[config.mk]
export PLATFORM = sky130hd
export DESIGN_NAME = wb_daq_channel
export DESIGN_NICKNAME = d
export VERILOG_FILES = /design/src/rtl/wb_daq_pkg.sv /design/src/rtl/wb_daq_channel_fifo.sv /design/src/rtl/wb_daq_channel.sv
export SDC_FILE = /design/constraint.sdc
export NUM_CORES = 1
export LEC_CHECK = 0
export CAP_MARGIN = 0
export CORE_ASPECT_RATIO = 1.5
export CORE_MARGIN = 2
export CORE_UTILIZATION = 35
export CTS_CLUSTER_DIAMETER = 30
export CTS_CLUSTER_SIZE = 14
export DETAILED_ROUTE_END_ITERATION = 16
export SLEW_MARGIN = 15
export SYNTH_ARGS = -nofsm -noshare
export SYNTH_HDL_FRONTEND = slang
export SYNTH_SLANG_ARGS = --single-unit
[constraint.sdc]
create_clock -name wb_clk -period 2.3 [get_ports wb_clk]
set_input_delay 0.575 -clock wb_clk [delete_from_list [all_inputs] [get_ports wb_clk]]
set_output_delay 0.575 -clock wb_clk [all_outputs]
set_load 0.01 [all_outputs]
[src/rtl/wb_daq_pkg.sv]
// Shared definitions for the wb_dsp DAQ acquisition channel.
//   DAQ_DATA_WIDTH : default ADC sample width
//   DAQ_FIFO_AW    : default FIFO address bits (depth = 2**AW)
//   DAQ_OUT_WIDTH  : default FIFO word / data_out width
//   drain_state_t  : drain FSM states (IDLE = 0, DRAIN = 1)
package wb_daq_pkg;
    localparam int DAQ_DATA_WIDTH = 8;
    localparam int DAQ_FIFO_AW    = 5;
    localparam int DAQ_OUT_WIDTH  = 32;

    typedef enum logic {
        STATE_IDLE  = 1'b0,
        STATE_DRAIN = 1'b1
    } drain_state_t;
endpackage

[src/rtl/wb_daq_channel_fifo.sv]
// Synchronous first-word-fall-through FIFO.
// Ports:
//   i_clk, i_rst : clock, asynchronous active-high reset
//   i_push       : write i_data (ignored when full)
//   i_pop        : drop the head word (ignored when empty)
//   i_data       : write data
//   o_data       : head word, zero when empty
//   o_count      : number of stored words (0..2**AW)
//   o_empty      : no words stored
//   o_full       : 2**AW words stored
module wb_daq_channel_fifo
    import wb_daq_pkg::*;
#(
    parameter int WIDTH = DAQ_OUT_WIDTH,
    parameter int AW    = DAQ_FIFO_AW
) (
    input  logic             i_clk,
    input  logic             i_rst,
    input  logic             i_push,
    input  logic             i_pop,
    input  logic [WIDTH-1:0] i_data,
    output logic [WIDTH-1:0] o_data,
    output logic [AW:0]      o_count,
    output logic             o_empty,
    output logic             o_full
);
    localparam int DEPTH = 2**AW;

    logic [WIDTH-1:0] r_mem [DEPTH];
    logic [AW-1:0]    r_wr_ptr;
    logic [AW-1:0]    r_rd_ptr;
    logic [AW:0]      r_count;
    logic             w_push;
    logic             w_pop;

    assign o_empty = (r_count == '0);
    assign o_full  = (r_count == (AW+1)'(DEPTH));
    assign w_push  = i_push & ~o_full;
    assign w_pop   = i_pop & ~o_empty;
    assign o_count = r_count;

    // Storage carries no reset; stale words are never visible because
    // the head is masked to zero whenever the FIFO is empty.
    always_ff @(posedge i_clk) begin
        if (w_push) begin
            r_mem[r_wr_ptr] <= i_data;
        end
    end

    // Pointers wrap naturally at AW bits.
    always_ff @(posedge i_clk or posedge i_rst) begin
        if (i_rst) begin
            r_wr_ptr <= '0;
            r_rd_ptr <= '0;
            r_count  <= '0;
        end else begin
            if (w_push) begin
                r_wr_ptr <= r_wr_ptr + 1'b1;
            end
            if (w_pop) begin
                r_rd_ptr <= r_rd_ptr + 1'b1;
            end
            case ({w_push, w_pop})
                2'b10:   r_count <= r_count + 1'b1;
                2'b01:   r_count <= r_count - 1'b1;
                default: r_count <= r_count;
            endcase
        end
    end

    assign o_data = o_empty ? '0 : r_mem[r_rd_ptr];
endmodule

[src/rtl/wb_daq_channel.sv]
// One DAQ acquisition channel: captures ADC samples into a FIFO and asks the
// SRAM writer to drain it once a programmed number of samples is buffered.
// Ports:
//   wb_clk, wb_rst               : system clock, asynchronous active-high reset
//   adc_clk                      : unused, kept for interface compatibility
//   master_enable, control[0]    : both high to allow capture
//   fifo_number_samples_terminal : fill level that starts a drain (0 acts as 1)
//   adc_data_out, adc_data_ready : ADC sample and its (possibly long) strobe
//   data_done                    : writer consumed data_out (one pop per rising edge)
//   data_out                     : FIFO head {zero pad, sample}, zero when empty
//   start_sram                   : registered drain request
//   fifo_empty                   : FIFO holds no words
module wb_daq_channel
    import wb_daq_pkg::*;
#(
    parameter int DATA_WIDTH = DAQ_DATA_WIDTH,
    parameter int FIFO_AW    = DAQ_FIFO_AW,
    parameter int OUT_WIDTH  = DAQ_OUT_WIDTH
) (
    input  logic                  wb_clk,
    input  logic                  wb_rst,
    input  logic                  adc_clk,
    input  logic                  master_enable,
    input  logic [31:0]           control,
    input  logic [FIFO_AW-1:0]    fifo_number_samples_terminal,
    input  logic [DATA_WIDTH-1:0] adc_data_out,
    input  logic                  adc_data_ready,
    input  logic                  data_done,
    output logic [OUT_WIDTH-1:0]  data_out,
    output logic                  start_sram,
    output logic                  fifo_empty
);
    logic               r_ready_d;
    logic               r_done_d;
    drain_state_t       r_state;
    logic               r_start;
    logic               w_enable;
    logic               w_push;
    logic               w_pop;
    logic               w_full;
    logic               w_empty;
    logic [FIFO_AW:0]   w_count;
    logic [FIFO_AW:0]   w_term;
    logic [OUT_WIDTH-1:0] w_fifo_din;
    logic               w_unused;

    // adc_clk and the reserved control bits are intentionally ignored.
    assign w_unused = ^{adc_clk, control[31:1]};

    assign w_enable   = master_enable & control[0];
    assign w_term     = (fifo_number_samples_terminal == '0) ? (FIFO_AW+1)'(1)
                                                             : {1'b0, fifo_number_samples_terminal};
    assign w_fifo_din = {{(OUT_WIDTH-DATA_WIDTH){1'b0}}, adc_data_out};

    // Rising-edge detectors turn multi-cycle strobes into single-cycle events.
    assign w_push = adc_data_ready & ~r_ready_d & w_enable & ~w_full;
    assign w_pop  = data_done & ~r_done_d & ~w_empty;

    always_ff @(posedge wb_clk or posedge wb_rst) begin
        if (wb_rst) begin
            r_ready_d <= 1'b0;
            r_done_d  <= 1'b0;
        end else begin
            r_ready_d <= adc_data_ready;
            r_done_d  <= data_done;
        end
    end

    wb_daq_channel_fifo #(
        .WIDTH (OUT_WIDTH),
        .AW    (FIFO_AW)
    ) u_fifo (
        .i_clk   (wb_clk),
        .i_rst   (wb_rst),
        .i_push  (w_push),
        .i_pop   (w_pop),
        .i_data  (w_fifo_din),
        .o_data  (data_out),
        .o_count (w_count),
        .o_empty (w_empty),
        .o_full  (w_full)
    );

    // Drain FSM. The request stays up until a pop empties the FIFO; a push
    // landing in the same cycle as the last pop keeps the drain going.
    always_ff @(posedge wb_clk or posedge wb_rst) begin
        if (wb_rst) begin
            r_state <= STATE_IDLE;
            r_start <= 1'b0;
        end else begin
            case (r_state)
                STATE_IDLE: begin
                    if (w_count >= w_term) begin
                        r_state <= STATE_DRAIN;
                        r_start <= 1'b1;
                    end
                end
                STATE_DRAIN: begin
                    if (w_pop && !w_push && (w_count == (FIFO_AW+1)'(1))) begin
                        r_state <= STATE_IDLE;
                        r_start <= 1'b0;
                    end
                end
                default: begin
                    r_state <= STATE_IDLE;
                    r_start <= 1'b0;
                end
            endcase
        end
    end

    assign start_sram = r_start;
    assign fifo_empty = w_empty;
endmodule

Word level (Yosys, flattened, before mapping)
Memory sizes are Yosys's and may differ from the RTL's.
Index checks and enable logic that the tools add are counted.
W data, S select, Z words.
{"block": "word_totals", "reg_bits": 20, "mem_bits_rw": 256, "inputBits": 51, "out_inout_bits": 34, "n_memories": 1}
{"memory": "u_fifo.r_mem", "words": 32, "width": 8, "read_ports": 1, "rd_ports_with_merged_regs": 0, "write_ports": 1, "line": "wb_daq_channel_fifo.sv:29", "source": "logic [WIDTH-1:0] r_mem [DEPTH];"}
{"block": "classes", "add_sub_neg": 4, "magnitude_cmp": 1, "n_eq_ne": 6, "mux": 11, "bitwise_logic": 13, "reduce_logical": 7}
{"cell": "$mux W32", "n": 1}
{"cell": "$pmux W6 S2", "n": 1}
{"cell": "$add A5 B1 Y5 const B", "n": 2}
{"cell": "$and A1 B1 Y1", "n": 8}
{"cell": "$add A6 B1 Y6 const B", "n": 1}
{"cell": "$eq A6 B1 Y1 const B", "n": 1}
{"cell": "$eq A6 B6 Y1 const B", "n": 1}
{"cell": "$ge A6 B5 Y1", "n": 1}
{"cell": "$logic_not A6 Y1", "n": 1}
{"cell": "$mux W1", "n": 6}
{"cell": "$sub A6 B1 Y6 const B", "n": 1}
{"cell": "$logic_not A5 Y1", "n": 1}
{"cell": "$mux W5", "n": 1}
{"cell": "$not A1 Y1", "n": 5}
{"cell": "$pmux W1 S2", "n": 2}
{"cell": "$eq A2 B1 Y1 const B", "n": 1}
{"cell": "$eq A2 B2 Y1 const B", "n": 1}
{"cell": "$logic_and A1 B1 Y1", "n": 2}
{"cell": "$ne A2 B1 Y1 const B", "n": 1}
{"cell": "$ne A2 B2 Y1 const B", "n": 1}
{"cell": "$reduce_and A2 Y1", "n": 1}
{"cell": "$reduce_bool A2 Y1", "n": 1}
{"cell": "$logic_not A1 Y1", "n": 1}

Longest topological paths before layout
Gate-level depths: netlist of the first run.
{"block": "logic_depth", "word_depth": 9, "ltp_mapped": 11}

Modules after synthesis
A second synthesis of the first run with hierarchy kept.
{"block": "unflattened", "hier_cells": 1851, "hier_area_um2": 40122.2}
{"mod": "wb_daq_channel_fifo", "instances": 1, "cells_per_inst": 1816, "area_per_inst_um2": 39799.4, "seq_area_each_um2": 31149.9}
{"mod": "wb_daq_channel", "instances": 1, "cells_per_inst": 35, "area_per_inst_um2": 322.8, "seq_area_each_um2": 100.1}

Least setup slack after synthesis of the first run
No wires, ideal clock.
{"block": "synth_path", "kind": "flip-flop to flip-flop", "from": "register u_fifo.r_count[0], in the netlist u_fifo.o_count[0]", "to": "register u_fifo.r_count[5], in the netlist u_fifo.o_count[5]", "setup_time_ns": 0.124, "t_arrival_ns": 2.226, "required_ns": 2.176, "slack_ns": -0.050, "path_stages_with_launch": 11, "period_less_slack_ns": 2.350, "cell_sequence": "dfrtp_1 > inv_1 > ha_1 > and2_1 > buf_2 > nor3b_4 > ha_1 > clkbuf_1 > nor4b_1 > o21ai_0 > xnor2_1"}
{"block": "synth_between", "elab_chain_cells": 6}
{"item": "from (decl)", "line": "wb_daq_channel_fifo.sv:32", "source": "logic [AW:0] r_count;"}
{"item": "from (signal assigned)", "line": "wb_daq_channel_fifo.sv:64", "source": "2'b10: r_count <= r_count + 1'b1;"}
{"item": "from (signal assigned)", "line": "wb_daq_channel_fifo.sv:65", "source": "2'b01: r_count <= r_count - 1'b1;"}
{"item": "from (signal assigned)", "line": "wb_daq_channel_fifo.sv:66", "source": "default: r_count <= r_count;"}
{"item": "$logic_not A6 Y1 (*)", "line": "wb_daq_channel_fifo.sv:36", "source": "assign o_empty = (r_count == '0);"}
{"item": "net fifo_empty", "line": "wb_daq_channel.sv:31", "source": "output logic fifo_empty"}
{"item": "$not A1 Y1 (*)", "line": "wb_daq_channel_fifo.sv:39, wb_daq_channel.sv:57"}
{"item": "$and A1 B1 Y1", "line": "wb_daq_channel.sv:57", "source": "assign w_pop = data_done & ~r_done_d & ~w_empty;"}
{"item": "$and A1 B1 Y1 (*)", "line": "wb_daq_channel_fifo.sv:39", "source": "assign w_pop = i_pop & ~o_empty;"}
{"item": "net u_fifo.w_pop", "line": "wb_daq_channel_fifo.sv:34", "source": "logic w_pop;"}
{"item": "$eq A2 B1 Y1 / $eq A2 B2 Y1 (equally long branches)", "line": "wb_daq_channel_fifo.sv:63", "source": "case ({w_push, w_pop})"}
{"item": "$pmux W6 S2 / $reduce_bool A2 Y1 (equally long branches)"}
The timed path passes the listed nets; every way through them passes the cells marked *.
A chain may end at the register's enable or synchronous reset.

Worst setup path in the final report of the first run
{"block": "layout_path", "from": "register u_fifo.r_rd_ptr[0]", "to": "output data_out[4]"}
{"block": "layout_between", "elab_chain_cells": 2}
{"item": "from (decl)", "line": "wb_daq_channel_fifo.sv:31", "source": "logic [AW-1:0] r_rd_ptr;"}
{"item": "from (signal assigned)", "line": "wb_daq_channel_fifo.sv:61", "source": "r_rd_ptr <= r_rd_ptr + 1'b1;"}
{"item": "$mem_v2 Z32 W8"}
{"item": "$mux W32", "line": "wb_daq_channel_fifo.sv:71", "source": "assign o_data = o_empty ? '0 : r_mem[r_rd_ptr];"}
{"item": "to (decl)", "line": "wb_daq_channel.sv:29", "source": "output logic [OUT_WIDTH-1:0] data_out,"}
Every way passes these cells.

==> results of run 1 <==
## power by group through the flow
| stage | Sequential [mW] | Clock [mW] | Combinational, mW |
|---|---|---|---|
| detailed placement | 6.06 | 0 | 5.27 |
| global placement | 6.06 | 0 | 5.21 |
| floorplan | 5.88 | 0 | 3.30 |
| global route | 5.91 | 6.91 | 6.79 |
| CTS | 5.89 | 6.66 | 6.23 |
| finish | 5.89 | 6.55 | 6.35 |
## metrics by stage
stage	utilization [%]	total power [mW]	cell area (um^2)	worst slack (ps)	std cells
2_1_floorplan	-	9.18	11600	37.9	668
3_3_place_gp	39.9	11.3	12900	-821	1168
3_5_place_dp	39.9	11.3	12900	-836	1168
4_1_cts	45.8	18.8	14900	-812	1260
5_1_grt	46.2	19.6	15000	-841	1263
6_report	46.2	18.8	15000	-750	1263
## worst max path at each step
stage | from | end | slack, ps | cells past startpoint
3_3_place_gp | u_fifo.r_rd_ptr[0] | data_out[5] | -820 | 8
3_5_place_dp | u_fifo.r_rd_ptr[0] | data_out[5] | -840 | 8
2_1_floorplan | u_fifo.o_count[0] | u_fifo.o_count[5] | 40 | 10
5_1_grt | u_fifo.r_rd_ptr[0] | data_out[5] | -840 | 9
4_1_cts | u_fifo.r_rd_ptr[0] | data_out[5] | -810 | 10
6_report | u_fifo.r_rd_ptr[0] | data_out[4] | -750 | 7
## layer usage
metal	up-vias	global-route usage, %	wire, um
met5	-	0	0
met4	0	7.36	874
met3	47	2.46	1180
met2	193	28.0	14000
met1	3213	18.0	10200
li1	2848	-	-
## synthesized netlist by cell type (8+ instances only)
master    instances
a211oi_1         22
a21oi_1          18
buf_2            11
buf_4            29
dfrtp_1          20
edfxtp_1        256
ha_1             14
inv_1            11
mux2i_1          40
mux4_2           37
nand2_1          30
nor2_1           40
nor2b_1           8
o21ai_1           9
o22ai_1           8
xnor2_1          10
## worst register-to-register path: stages, from the launching register on
cell       delay [ps]
dfrtp_1           380
nor4_2            270
buf_4             160
and2_4            180
bufbuf_16         290
nor3b_4            60
ha_4              190
nand4b_1          180
a21oi_1           180
xor2_1            160
## cell type report
cell class	count	area, um^2
well taps	415	519
fillers	2773	17400
clock inverters	29	345
flip-flops and latches	276	8190
multi-input cells	323	3220
clock buffers	52	1140
inverters	12	45.0
repair buffers	156	1540
## logic make-up after synthesis
group | Yosys count | share of synthesized area [%]
flops | 276 | 71.3
other cells | 1 | 0.0327
buf+inv | 69 | 4.38
simple gates | 105 | 4.49
xor+xnor | 13 | 0.992
compound gates | 86 | 5.56
mux | 81 | 11.7
fa+ha+maj | 14 | 1.53
## timing repair
action | 4_1_cts | 5_1_grt
gates cloned | 5 | 0
endpoints found under the setup margin | 9 | 12
buffers inserted | 9 | 6
gates resized for setup | 79 | 35
hold buffers | 0 | 0
pin swaps | 19 | 17
## state kept, by name, summed over array words and instances, names as in the netlist
register / cells
u_fifo.r_rd_ptr: 5
u_fifo.r_wr_ptr: 5
start_sram: 1
r_ready_d: 1
r_state: 1
r_done_d: 1
u_fifo.o_count: 6
u_fifo.r_mem: 256
==> impl_metrics.tcl, run 1 <==
set metrics [dict create \
    hp-class "in2async" \
    r2r_setup_slack_ps 190 \
    vias_per_cell 4.99 \
    power.internal_mw 13.1 \
    clkLatencyLatePin_ps 550 \
    peakVddDrop_v 0.000714 \
    synthToLayoutAreaGrowth_pct 30.7 \
    ios 85 \
    drt_iter0_drc 384 \
    vias 6301 \
    gr-total-overflow 0 \
    die-area_um2 34300 \
    reg2reg_from "u_fifo.o_count[5]" \
    start_kind "flip-flop" \
    combPwrFrac_pct 33.8 \
    place.gp.congestion 0.774 \
    syn_area_per_cell_um2 17.8 \
    tightest_slew_ps 564 \
    ys.flop_type "edfxtp_1" \
    finalHoldViolations 0 \
    leakage_nw 5.26 \
    critPathKind "reg2out" \
    hpwl_mm 16.3 \
    path_cells "buf_12 -> buf_16 -> buf_4 -> mux4_2 -> o21ai_2 -> a211oi_2 -> buf_2" \
    cts_tree "yes" \
    path_max_fanout 12 \
    path_delay_family "buffers and inverters" \
    r2r_end "u_fifo.o_count[4]" \
    synth_edf_count 256 \
    clockBufferDepth 3 \
    worst_path_max_delay_cell "dfrtp_4" \
    hold_ws_ps 378 \
    num_rows 81 \
    synth.distinct_cells 52 \
    synth_warnings 0 \
    power_density_nw_per_um2 1250 \
    track_usage_pct 15.5 \
    max_freq_ghz 0.328 \
    setup_ws_ps -750 \
    synthTopCellsByArea "edfxtp_1, mux4_2, dfrtp_1, mux2i_1, buf_4" \
    drive_gt1_share_pct 37.3 \
    clkSinkCount 276 \
    drc 0 \
    reg2reg_depth 9 \
    violations "negative setup slack" \
    worstPathRequired_ps 1730 \
    grt_first_pass_wirelength_mm 40.1 \
    port_buffers 28 \
    rsz0062_at_grt "yes" \
    layout_min_cycle_time_ps 3050 \
    async_flop_share_pct 7.25 \
    antenna_found_initial 0 \
    cts.clk_slew.worst_paths_ps 50 \
    start_util_pct 35.4 \
    root_buffer "clkbuf_16" \
    fp.coreArea_um2 32400 \
    setup-tns-final_ps -5880 \
    wl_per_cell_um 20.7 \
    most-common-layout-cells "edfxtp_1, buf_4, clkbuf_16, nor2_1, mux4_2" \
    fin_crit_sh_pct 133 \
    cap_viol_max_count 0 \
    cp.arrival_ps 2470 \
    synthesis.area_um2 11500 \
    nNetsFinal 878 \
    syn_inst 645 \
    p_seq_share_pct 31.3 \
    drt-total-wl_mm 26.2 \
    switching_share_pct 30.4 \
    grt_pass1_vias 6630 \
    slew_headroom_pct 62.4 \
    synth_seq_area_share_pct 71.3 \
    drtAntennaViolNets 0 \
    htreeDepth 2 \
    clockPowerShare_pct 34.9 \
    cp-end-kind "output port" \
    synth_seq_cells 276 \
    grt_max_degree 33 \
    status "finished with violations" \
    die_h_um 226 \
    num_antenna_cells 0 \
    p_sw_mw 5.71 \
    die_x_um 152 \
    critical_path.max_stage_delay_ps 530 \
    layout_commonest_cell "edfxtp_1" \
    path_buf_inv 4 \
    worst_clock_skew_ps 22.5 \
    setup_viol 9 \
    slew_viol_final 0 \
    first_pass_iters 4 \
    synth_top_cell_area_share_pct 67.0 \
    synth_largest_area_cell "edfxtp_1" \
    cts_buffers 44 \
]
Power figures use the tool's default switching activity.
==> run 2: changes to the inputs <==
--- a/config.mk
+++ b/config.mk
@@ -9,10 +9,12 @@
 export CORE_ASPECT_RATIO = 1.5
 export CORE_MARGIN = 2
 export CORE_UTILIZATION = 35
+export CTS_BUF_LIST = sky130_fd_sc_hd__clkbuf_16
 export CTS_CLUSTER_DIAMETER = 30
 export CTS_CLUSTER_SIZE = 14
 export DETAILED_ROUTE_END_ITERATION = 16
 export SLEW_MARGIN = 15
 export SYNTH_ARGS = -nofsm -noshare
 export SYNTH_HDL_FRONTEND = slang
+export SYNTH_HIERARCHICAL = 1
 export SYNTH_SLANG_ARGS = --single-unit
==> run 2 against run 1 <==
Against the previous run:
- the flow still finishes with violations (negative setup slack)
- global-route usage increased by 2.6 points
- largest power group is now combinational cells
- critical path type unchanged
- register-to-register slack got worse by 1100 ps
- area after synthesis increased to 3.5 times the previous value
- clock power increased to 3.5 times the previous value
- sequential cell count increased by 768
- non-clock buffer count increased by 307
- clock skew increased by 13 ps
- fmax decreased by 20%
- first-iteration DRC count increased to 4.5 times the previous value
==> impl_metrics.tcl, run 2 <==
set metrics [dict create \
    status "finished with violations" \
    violations "negative setup slack" \
    synth_seq_cells 1044 \
    num_rows 152 \
    hp-class "in2reg" \
    synth_top_cell_area_share_pct 76.6 \
    reg2reg_from "u_fifo/o_count[3]" \
    finalHoldViolations 0 \
    antenna_found_initial 0 \
    ys.flop_type "edfxtp_1" \
    setup_viol 1071 \
    vias 22300 \
    track_usage_pct 18.1 \
    most-common-layout-cells "edfxtp_1, conb_1, mux4_2, clkbuf_16, buf_4" \
    clkSinkCount 1044 \
    cp.arrival_ps 3220 \
    path_cells "buf_12 -> buf_16 -> buf_12 -> mux4_2 -> a22o_1 -> a2111oi_4 -> buf_4 -> a211oi_2 -> buf_2" \
    clkLatencyLatePin_ps 760 \
    port_buffers 52 \
    nNetsFinal 3184 \
    synthToLayoutAreaGrowth_pct 42.6 \
    final_util_pct 50.1 \
    use_met3_pct 3.01 \
    grt_first_pass_wirelength_mm 153 \
    fin_crit_sh_pct 165 \
    r2r_setup_slack_ps -890 \
    busiest_layer "met2" \
    critical_path.max_stage_delay_ps 510 \
    use_met1_pct 20.8 \
    yosys-top-cells-count "edfxtp_1, mux4_2, mux2i_1" \
    grt_max_degree 36 \
    cap_viol_max_count 0 \
    cpMostUsedCell "buf_12" \
    synth.distinct_cells 54 \
    drc 0 \
    drtAntennaViolNets 0 \
    cts_tree "yes" \
    place.gp.congestion 0.774 \
    drt-total-wl_mm 112 \
    multi_input_area_um2 12800 \
    total_power_mw 68.1 \
    grt.met2_usage_pct 33.8 \
    die-area_um2 117000 \
    slew_headroom_pct 62.7 \
    power_density_nw_per_um2 1190 \
    drive_gt1_share_pct 33.4 \
    drt_iter0_drc 1734 \
    dp_cells 4273 \
    num_antenna_cells 0 \
    hpwl_mm 62.3 \
    synthTopCellsByArea "edfxtp_1, mux4_2, mux2i_1, dfrtp_1, a2111oi_0" \
    yosysMostFrequentCell "edfxtp_1" \
    wl_per_cell_um 23.7 \
    gr-total-overflow 0 \
    first_pass_iters 5 \
    r2r_end "u_fifo/o_count[4]" \
    die_x_um 280 \
    tightest_slew_ps 558 \
    die_h_um 419 \
    regMostFlops "u_fifo/r_mem" \
    cp-end-kind "output port" \
    worst_path_max_delay_cell "dfrtp_4" \
    reg2reg_depth 15 \
    cts_buffers 147 \
    grt_pass1_vias 23900 \
    hold_ws_ps 299 \
    start_util_pct 35.2 \
    peakVddDrop_v 0.000834 \
    synthesis.area_um2 40100 \
    leakage_nw 20.6 \
    synth_warnings 6 \
    cts.clk_slew.worst_paths_ps 50 \
    worstPathRequired_ps 1730 \
    vias_per_cell 4.73 \
    synth_edf_count 1024 \
    setup_ws_ps -1500 \
    async_flop_share_pct 1.92 \
    synth_seq_area_share_pct 77.9 \
    path_max_fanout 6 \
    final_cells 4704 \
    root_buffer "clkbuf_16" \
    ios 85 \
    layout_min_cycle_time_ps 3800 \
    fp.coreArea_um2 114000 \
    hold-path-cell-count 1 \
    critPathKind "reg2out" \
    syn_area_per_cell_um2 21.7 \
    regArea_um2 31300 \
    layout_commonest_cell "edfxtp_1" \
    worst_clock_skew_ps 35.5 \
    rsz0062_at_grt "yes" \
    largest_reg_flops 1024 \
    start_kind "flip-flop" \
    htreeDepth 4 \
    syn_inst 1851 \
    hold_end "r_done_d" \
    dpl_worst_slack_ps -1500 \
    clockBufferDepth 3 \
    synth_largest_area_cell "edfxtp_1" \
    min_from "data_done" \
    n_fill_cell 9144 \
    slew_viol_final 0 \
    max_freq_ghz 0.263 \
]
==> run 2: changes by cell type in the layout (fill, tap and decap cells not counted), sizes merged, moves of 31 or more <==
| cell | previous run | this run |
|---|---|---|
| edfxtp | 256 | 1024 |
| conb | 24 | 768 |
| buf | 136 | 405 |
| mux4 | 41 | 192 |
| clkbuf | 52 | 184 |
| mux2i | 40 | 133 |
| clkinv | 13 | 52 |
| a22oi | 0 | 32 |
| a22o | 0 | 31 |
==> run 2: final cells by class <==
class                      instances  share of cell area [%]
inverter                          14                   0.105
tap                             1463                    3.20
clock buffer                     150                    6.56
timing repair buffer             463                    11.0
sequential                      1044                    54.6
clock inverter                   120                    2.18
multi-input combinational       1450                    22.3
==> run 2: worst max-delay path by stage <==
stage | from | end | slack, ps | cells after the start
2_1_floorplan | u_fifo/o_count[1] | u_fifo/o_count[5] | -890 | 14
3_3_place_gp | u_fifo/r_rd_ptr[0] | data_out[5] | -1500 | 8
3_5_place_dp | u_fifo/r_rd_ptr[0] | data_out[10] | -1500 | 7
4_1_cts | u_fifo/r_rd_ptr[0] | data_out[10] | -1550 | 9
5_1_grt | u_fifo/r_rd_ptr[0] | data_out[15] | -1570 | 11
6_report | u_fifo/r_rd_ptr[0] | data_out[10] | -1500 | 9
==> run 2: cells by family after synthesis <==
| family | share of synthesized area (%) |
|---|---|
| flip-flops | 77.9 |
| multiplexers | 14.2 |
| AO/OA/AOI/OAI | 4.51 |
| buffers and inverters | 1.62 |
| AND/OR/NAND/NOR | 1.12 |
| adder cells (fa/ha/maj) | 0.405 |
| XOR/XNOR | 0.284 |
| other | 0.00935 |
==> run 2: power breakdown <==
group          internal (mW)  total, mW  switching, mW
clock                   14.0       22.6           8.61
combinational           12.0       24.0           12.1
sequential              21.2       21.5          0.295
total                   47.1       68.1           21.0
==> run 2: through the flow <==
stage          TNS (ps)  instance area, um^2
6_report        -475640                57200
5_1_grt         -551600                57200
4_1_cts         -379350                55800
3_5_place_dp    -482360                48200
3_3_place_gp    -469140                48200
2_1_floorplan    -28740                43600
==> run 2: timing repair <==
action,4_1_cts,5_1_grt
hold endpoints to repair,4,0
resized for setup,360,127
endpoints found under the setup margin,1068,1074
cloned,31,42
hold buffers,1,0
pin swaps,63,62
buffers inserted,75,29
==> run 2: layer usage <==
layer	vias to the layer above	wire length [um]	part of all wire, %
met3	216	5620	5.0
met4	0	4290	3.8
met2	706	60700	54
met1	11600	41100	37
met5	-	0	0
li1	9737	-	-
==> run 2: worst max-delay path: cells and delay by family, from the launching register on <==
| kind | cells | cell delay (ps) |
|---|---|---|
| buf+inv | 5 | 830 |
| compound gates | 3 | 740 |
| flops | 1 | 510 |
| mux | 1 | 410 |
